===== config.mk =====
export PLATFORM = sky130hd
export DESIGN_NAME = fetch_ctrl
export DESIGN_NICKNAME = d
export VERILOG_FILES = /design/src/rtl/fetch_ctrl_pkg.sv /design/src/rtl/fetch_fifo.sv /design/src/rtl/fetch_ctrl.sv
export SDC_FILE = /design/constraint.sdc
export NUM_CORES = 1
export LEC_CHECK = 0
export ABC_CLOCK_PERIOD_IN_PS = 4750
export CAP_MARGIN = 20
export CORE_MARGIN = 4
export CORE_UTILIZATION = 45
export DETAILED_ROUTE_END_ITERATION = 8
export PLACE_DENSITY = 0.66
export SETUP_SLACK_MARGIN = 0.15
export SLEW_MARGIN = 20
export SYNTH_ARGS = -nofsm -noshare
export SYNTH_HDL_FRONTEND = slang
export SYNTH_SLANG_ARGS = --single-unit

===== constraint.sdc =====
create_clock -name clk -period 4.75 [get_ports clk]
set_input_delay 0.95 -clock clk [delete_from_list [all_inputs] [get_ports clk]]
set_output_delay 0.95 -clock clk [all_outputs]
set_load 0.01 [all_outputs]

===== src/rtl/fetch_ctrl_pkg.sv =====
// -----------------------------------------------------------------------------
// fetch_ctrl_pkg
// Shared definitions for the instruction-fetch block: memory map constants,
// fetch FSM state encoding, the fetch FIFO entry layout and the PC legality
// check used when deciding whether a fetch may go to instruction memory.
// -----------------------------------------------------------------------------
package fetch_ctrl_pkg;

    // First fetch address after reset and instruction memory depth in words.
    localparam logic [31:0] RESET_PC  = 32'h0000_3000;
    localparam int unsigned IM_WORDS  = 4096;
    localparam logic [31:0] NOP_INSTR = 32'h0000_0000;

    // End of the legal PC window, kept in 33 bits so that a window ending at
    // the top of the address space does not wrap to zero.
    localparam logic [32:0] PC_LIMIT = {1'b0, RESET_PC} + 33'(4 * IM_WORDS);

    typedef enum logic [1:0] {
        S_BOOT,
        S_REQ,
        S_FULL
    } fetch_state_t;

    typedef struct packed {
        logic [31:0] instr;
        logic [31:0] pc;
        logic        err;
    } fetch_entry_t;

    // A PC may be fetched only if it is word aligned and inside
    // [RESET_PC, RESET_PC + 4*IM_WORDS).
    function automatic logic pc_legal(input logic [31:0] pc_v);
        return (pc_v[1:0] == 2'b00) &&
               (pc_v >= RESET_PC) &&
               ({1'b0, pc_v} < PC_LIMIT);
    endfunction

endpackage


===== src/rtl/fetch_fifo.sv =====
// -----------------------------------------------------------------------------
// fetch_fifo
// Two-entry FIFO between instruction fetch and decode. The head entry drives
// the decode-facing outputs directly from registers.
//
// Ports:
//   clk              system clock
//   reset            asynchronous active-low reset
//   push, push_data  write an entry at the tail (ignored during a flush)
//   pop              remove the head entry (caller guarantees count != 0)
//   flush_keep_head  drop every entry behind the head; combined with pop the
//                    FIFO ends up empty
//   head             current head entry
//   count            number of valid entries (0..2)
// -----------------------------------------------------------------------------
module fetch_fifo
    import fetch_ctrl_pkg::*;
(
    input  logic         clk,
    input  logic         reset,
    input  logic         push,
    input  fetch_entry_t push_data,
    input  logic         pop,
    input  logic         flush_keep_head,
    output fetch_entry_t head,
    output logic [1:0]   count
);

    localparam fetch_entry_t EMPTY_ENTRY = '{instr: NOP_INSTR, pc: RESET_PC, err: 1'b0};

    fetch_entry_t slot0_q;
    fetch_entry_t slot1_q;
    logic [1:0]   count_q;

    // NOTE: the two slots are only flops, so they are reset along with the
    // count; this is what makes the idle head read as NOP at RESET_PC.
    always_ff @(posedge clk or negedge reset) begin
        if (!reset) begin
            slot0_q <= EMPTY_ENTRY;
            slot1_q <= EMPTY_ENTRY;
            count_q <= 2'd0;
        end else if (flush_keep_head) begin
            count_q <= (pop || count_q == 2'd0) ? 2'd0 : 2'd1;
        end else begin
            // NOTE: non-blocking assignments let slot0 take the old slot1
            // while slot1 takes the new entry on the same edge.
            unique case ({push, pop})
                2'b10: begin
                    if (count_q == 2'd0) slot0_q <= push_data;
                    else                 slot1_q <= push_data;
                    count_q <= count_q + 2'd1;
                end
                2'b01: begin
                    slot0_q <= slot1_q;
                    count_q <= count_q - 2'd1;
                end
                2'b11: begin
                    if (count_q == 2'd2) begin
                        slot0_q <= slot1_q;
                        slot1_q <= push_data;
                    end else begin
                        slot0_q <= push_data;
                    end
                end
                default: ;
            endcase
        end
    end

    assign head  = slot0_q;
    assign count = count_q;

endmodule


===== src/rtl/fetch_ctrl.sv =====
// -----------------------------------------------------------------------------
// fetch_ctrl
// Instruction-fetch sequencer for the pipelined MIPS core. Owns the fetch PC,
// talks to a variable-latency instruction memory over req/ack, buffers up to
// two instructions for decode and applies taken branches/jumps with delay-slot
// semantics. Illegal PCs never reach memory; they produce a NOP entry with
// addr_err set.
//
// Ports:
//   clk, reset          clock, asynchronous active-low reset
//   stall               decode cannot accept the head this cycle
//   redirect_valid/pc   taken branch/jump in decode and its target
//   im_req/im_addr      memory request and word index (pc_q-RESET_PC)>>2
//   im_ack/im_rdata     memory response for the current im_addr
//   instr_valid, instr, pc, pc_plus4, addr_err   FIFO head towards decode
// -----------------------------------------------------------------------------
module fetch_ctrl
    import fetch_ctrl_pkg::*;
(
    input  logic        clk,
    input  logic        reset,
    input  logic        stall,
    input  logic        redirect_valid,
    input  logic [31:0] redirect_pc,
    output logic        im_req,
    output logic [11:0] im_addr,
    input  logic        im_ack,
    input  logic [31:0] im_rdata,
    output logic        instr_valid,
    output logic [31:0] instr,
    output logic [31:0] pc,
    output logic [31:0] pc_plus4,
    output logic        addr_err
);

    fetch_state_t state_q, state_d;
    logic [31:0]  pc_q, pc_d;
    logic [31:0]  tgt_q, tgt_d;           // pending redirect target
    logic         tgt_valid_q, tgt_valid_d;
    logic         drop_q, drop_d;         // outstanding response must be discarded

    fetch_entry_t head;
    fetch_entry_t push_data;
    logic [1:0]   count;
    logic [1:0]   count_nx;
    logic         push, pop, flush;
    logic         pc_ok, step, redir;

    assign pc_ok  = pc_legal(pc_q);
    assign im_req = (state_q == S_REQ) && pc_ok;
    assign im_addr = 12'((pc_q - RESET_PC) >> 2);

    // The current fetch slot resolves this cycle: either memory answered, or
    // the PC is illegal and the error entry is produced without a request.
    assign step  = (state_q == S_REQ) && (pc_ok ? im_ack : 1'b1);
    assign pop   = instr_valid && !stall;
    assign redir = redirect_valid && !stall;

    assign push_data = '{instr: pc_ok ? im_rdata : NOP_INSTR, pc: pc_q, err: !pc_ok};

    // NOTE: every signal driven here gets a default first, so no path through
    // the ifs can leave one unassigned and infer a latch.
    always_comb begin
        pc_d        = pc_q;
        tgt_d       = tgt_q;
        tgt_valid_d = tgt_valid_q;
        drop_d      = drop_q;
        push        = 1'b0;
        flush       = 1'b0;

        if (step) begin
            push        = !drop_q;
            pc_d        = tgt_valid_q ? tgt_q : pc_q + 32'd4;
            tgt_valid_d = 1'b0;
            drop_d      = 1'b0;
        end

        if (redir) begin
            if (count != 2'd0) begin
                // Head leaves as the delay slot; anything fetched after it is
                // on the wrong path.
                flush = 1'b1;
                push  = 1'b0;
                if (im_req && !im_ack) begin
                    // Keep im_addr stable until the stray response arrives.
                    pc_d        = pc_q;
                    drop_d      = 1'b1;
                    tgt_valid_d = 1'b1;
                    tgt_d       = redirect_pc;
                end else begin
                    pc_d        = redirect_pc;
                    drop_d      = 1'b0;
                    tgt_valid_d = 1'b0;
                end
            end else if (step) begin
                // The slot resolving right now is the delay slot.
                pc_d = redirect_pc;
            end else begin
                // Delay slot still in flight: jump once it lands.
                tgt_valid_d = 1'b1;
                tgt_d       = redirect_pc;
            end
        end
    end

    always_comb begin
        if (flush) count_nx = 2'd0;
        else       count_nx = count + {1'b0, push} - {1'b0, pop};
    end

    always_comb begin
        state_d = state_q;
        unique case (state_q)
            S_BOOT:  state_d = S_REQ;
            S_REQ:   if (count_nx == 2'd2) state_d = S_FULL;
            S_FULL:  if (count_nx != 2'd2) state_d = S_REQ;
            default: state_d = S_BOOT;
        endcase
    end

    always_ff @(posedge clk or negedge reset) begin
        if (!reset) begin
            state_q     <= S_BOOT;
            pc_q        <= RESET_PC;
            tgt_q       <= RESET_PC;
            tgt_valid_q <= 1'b0;
            drop_q      <= 1'b0;
        end else begin
            state_q     <= state_d;
            pc_q        <= pc_d;
            tgt_q       <= tgt_d;
            tgt_valid_q <= tgt_valid_d;
            drop_q      <= drop_d;
        end
    end

    fetch_fifo u_fifo (
        .clk             (clk),
        .reset           (reset),
        .push            (push),
        .push_data       (push_data),
        .pop             (pop),
        .flush_keep_head (flush),
        .head            (head),
        .count           (count)
    );

    assign instr_valid = (count != 2'd0);
    assign instr       = head.instr;
    assign pc          = head.pc;
    assign pc_plus4    = head.pc + 32'd4;
    assign addr_err    = head.err;

endmodule


==> impl_metrics.ini <==
[run_status]
status = completed

[clocking]
postCtsHoldBufs = 0
ctsHtreeMaxLevel = 4
cts_sinks = 200
cts_buffers = 17
postCtsSetupBuffers = 0
clk_pin_slew_ps = 80
worstSkewPairLatency_ps = 440
root_buffer = clkbuf_16
cts_buffer_depth = 2
cts_resized = 0
tritoncts = yes

[grt]
grt_pass1_vias = 8684
grt_max_degree = 116
antenna_found_initial = 0
grt.total_usage_pct = 22.3
gr-total-overflow = 0
grt_pass1_wl_mm = 47.0

[detailed_routing]
drtAntennaViolNets = 0
vias_per_cell = 5.67
vias = 9073
drt_iter0_drc = 766
routed_wl_mm = 29.1
drt_pass1_iterations = 6
drc = 0
wl_per_cell_um = 18.2

[logic_synthesis]
synth_common_cells = dfrtp_1, nand2_1, nor2_1, o21ai_0, nand3_1
synthFlopType = dfrtp_1
syn_nets = 1232
synth_cells = 1157
post-synth-top-count-cell = dfrtp_1
synth_area_leaders = dfrtp_1, nand2_1, nor2_1, mux2_1, o21ai_0
yosysTopAreaCellShare_pct = 45.4
ys_seq_area_share_pct = 47.4
synth_edf_count = 0
synth_area_um2 = 10600
synth-async-reset-ratio_pct = 100
ys_types = 63
avgSynthCellArea_um2 = 9.14
synth-seq-cells = 200
post-synth-top-area-cell = dfrtp_1
ys.warnings.count = 0

[placement]
placed_area_um2 = 12500
gp_congestion = 0.882
hpwl_mm = 19.4
pre_cts_ws_ps = 1060
portBuffers = 179

[worst_setup_path]
timing.rr.start = pc_q[24]$_DFFE_PN0P_
end_kind = output pin
crit_start = pc_q[24]$_DFFE_PN0P_
cp-start-kind = register
r2r_slack_ps = 1390
r2r-end = u_fifo.slot1_q[24]$_DFFE_PN0P_
path_class = reg -> out
arrival_ps = 2990
crit_required_ps = 3800
worstPathMaxFanout = 10
ff2ff_path_depth = 6

[timing]
fin_crit_sh_pct = 82.9
fin_ws_ps = 814
setup_viol = 0
worstMarginPinSlew_ps = 814
fmax_mhz = 254
rsz0062_at_grt = no
fin_crit_ps = 3940
drv_slew = 0
slew_headroom_pct = 45.7
final_hold_viol_count = 0
setup_tns_ps = 0
finClkSkew_ps = 17.0

[min_path]
worstHoldPathType = reg -> reg
min-delay-start = u_fifo.slot1_q[46]$_DFFE_PN0P_
hold_depth = 2
min_to = u_fifo.slot1_q[46]$_DFFE_PN0P_

[final_layout]
postLayoutCoreUtil_pct = 57.3
syn_to_final_growth_pct = 24.1
nets = 1350
diodes = 0
design_area_um2 = 13100
drive_gt1_share_pct = 7.61

[power]
p_int_uw = 5250
leakage_uw = 0.00520
vdd_drop_max_mv = 0.330
comb_power_share_pct = 47.4
power_density_nw_per_um2 = 690
p_total_uw = 9050
swShare_pct = 42.0
seqPwrFrac_pct = 36.5
p_switching_uw = 3800
clkPwrFrac_pct = 16.2

[floorplan]
coreArea_um2 = 22900
pin_count = 180
start_util_pct = 46.2
rows = 55
dieArea_um2 = 26000
die_y_um = 161
die_x_um = 161

[job]
maxCapViolations = 0
worst max-delay path, cell delays in order (launching register included):
cell	delay, ps
dfrtp_1	520
or4_1	590
or2_1	310
nor4_1	500
clkdlybuf4s50_1	640
logic make-up after synthesis:
family                   count (synthesis)  synth area share, %
XOR/XNOR                                53                 4.39
AO/OA/AOI/OAI                          246                 14.6
multiplexers                            83                 8.53
buffers and inverters                  116                 5.50
adder cells (fa/ha/maj)                  7                0.804
flip-flops                             200                 47.4
AND/OR/NAND/NOR                        452                 18.8
flip-flops by register name (all words and copies together) (netlist names):
register / flops
drop_q: 1
pc_q: 32
state_q: 2
tgt_q: 32
tgt_valid_q: 1
u_fifo.count: 2
u_fifo.head: 65
u_fifo.slot1_q: 65
worst max-delay path by stage:
stage | to | slack, ps | depth (start not counted)
after floorplan | state_q[0]$_DFFE_PN0P_ | 1580 | 13
after global placement | u_fifo.slot1_q[31]$_DFFE_PN0P_ | 1110 | 6
after detailed placement | u_fifo.slot1_q[24]$_DFFE_PN0P_ | 1060 | 6
after CTS | pc_plus4[30] | 790 | 7
after global routing | pc_plus4[15] | 630 | 7
final | im_req | 810 | 4
power by group through the flow:
stage	combinational (uW)	sequential (uW)	clock, uW
final	4290	3300	1460
after detailed placement	4280	3320	0
after floorplan	2730	3040	0
after global routing	4720	3420	1560
after CTS	4300	3290	1480
after global placement	4200	3290	0
final cells by class:
cell class / count / area (um2)
timing repair buffer: 199 / 2020
sequential: 200 / 5010
inverter: 16 / 60.1
clock buffer: 17 / 425
clock inverter: 15 / 179
tap: 313 / 392
fill: 2044 / 9790
multi-input combinational: 841 / 5030
through the flow:
| step | std cells | hold slack, ps |
|---|---|---|
| 4_1_cts | 1600 | 485 |
| 3_5_place_dp | 1568 | 469 |
| 6_report | 1601 | 483 |
| 2_1_floorplan | 1157 | 445 |
| 5_1_grt | 1601 | 496 |
| 3_3_place_gp | 1567 | 459 |
layout by cell type (no fill, tap or decap), types with 7 or more instances in the layout:
cell type,synthesis,final
xnor2_1,31,31
a21oi_1,50,50
and3_1,11,11
nand2_1,179,178
and2_1,7,7
buf_4,21,15
nand4_1,14,14
o21ai_0,66,66
nor4_1,10,9
clkdlybuf4s50_1,0,178
a22oi_1,15,15
clkbuf_16,0,17
nand3_1,60,60
mux2_2,22,22
xor2_1,22,22
dfstp_2,8,8
o22ai_1,33,33
dfrtp_1,192,192
mux2_1,35,35
a31oi_1,36,36
inv_1,16,16
nor2_1,129,129
nor3_1,14,13
mux2i_1,26,26
layer usage:
layer	share of wire [%]	global-route usage [%]	up-vias
met4	2.2	7.41	0
li1	-	-	4290
met3	6.5	3.39	43
met5	0	0	-
met1	45	31.8	4408
met2	46	35.1	332
(Power assumes the default switching activity.)
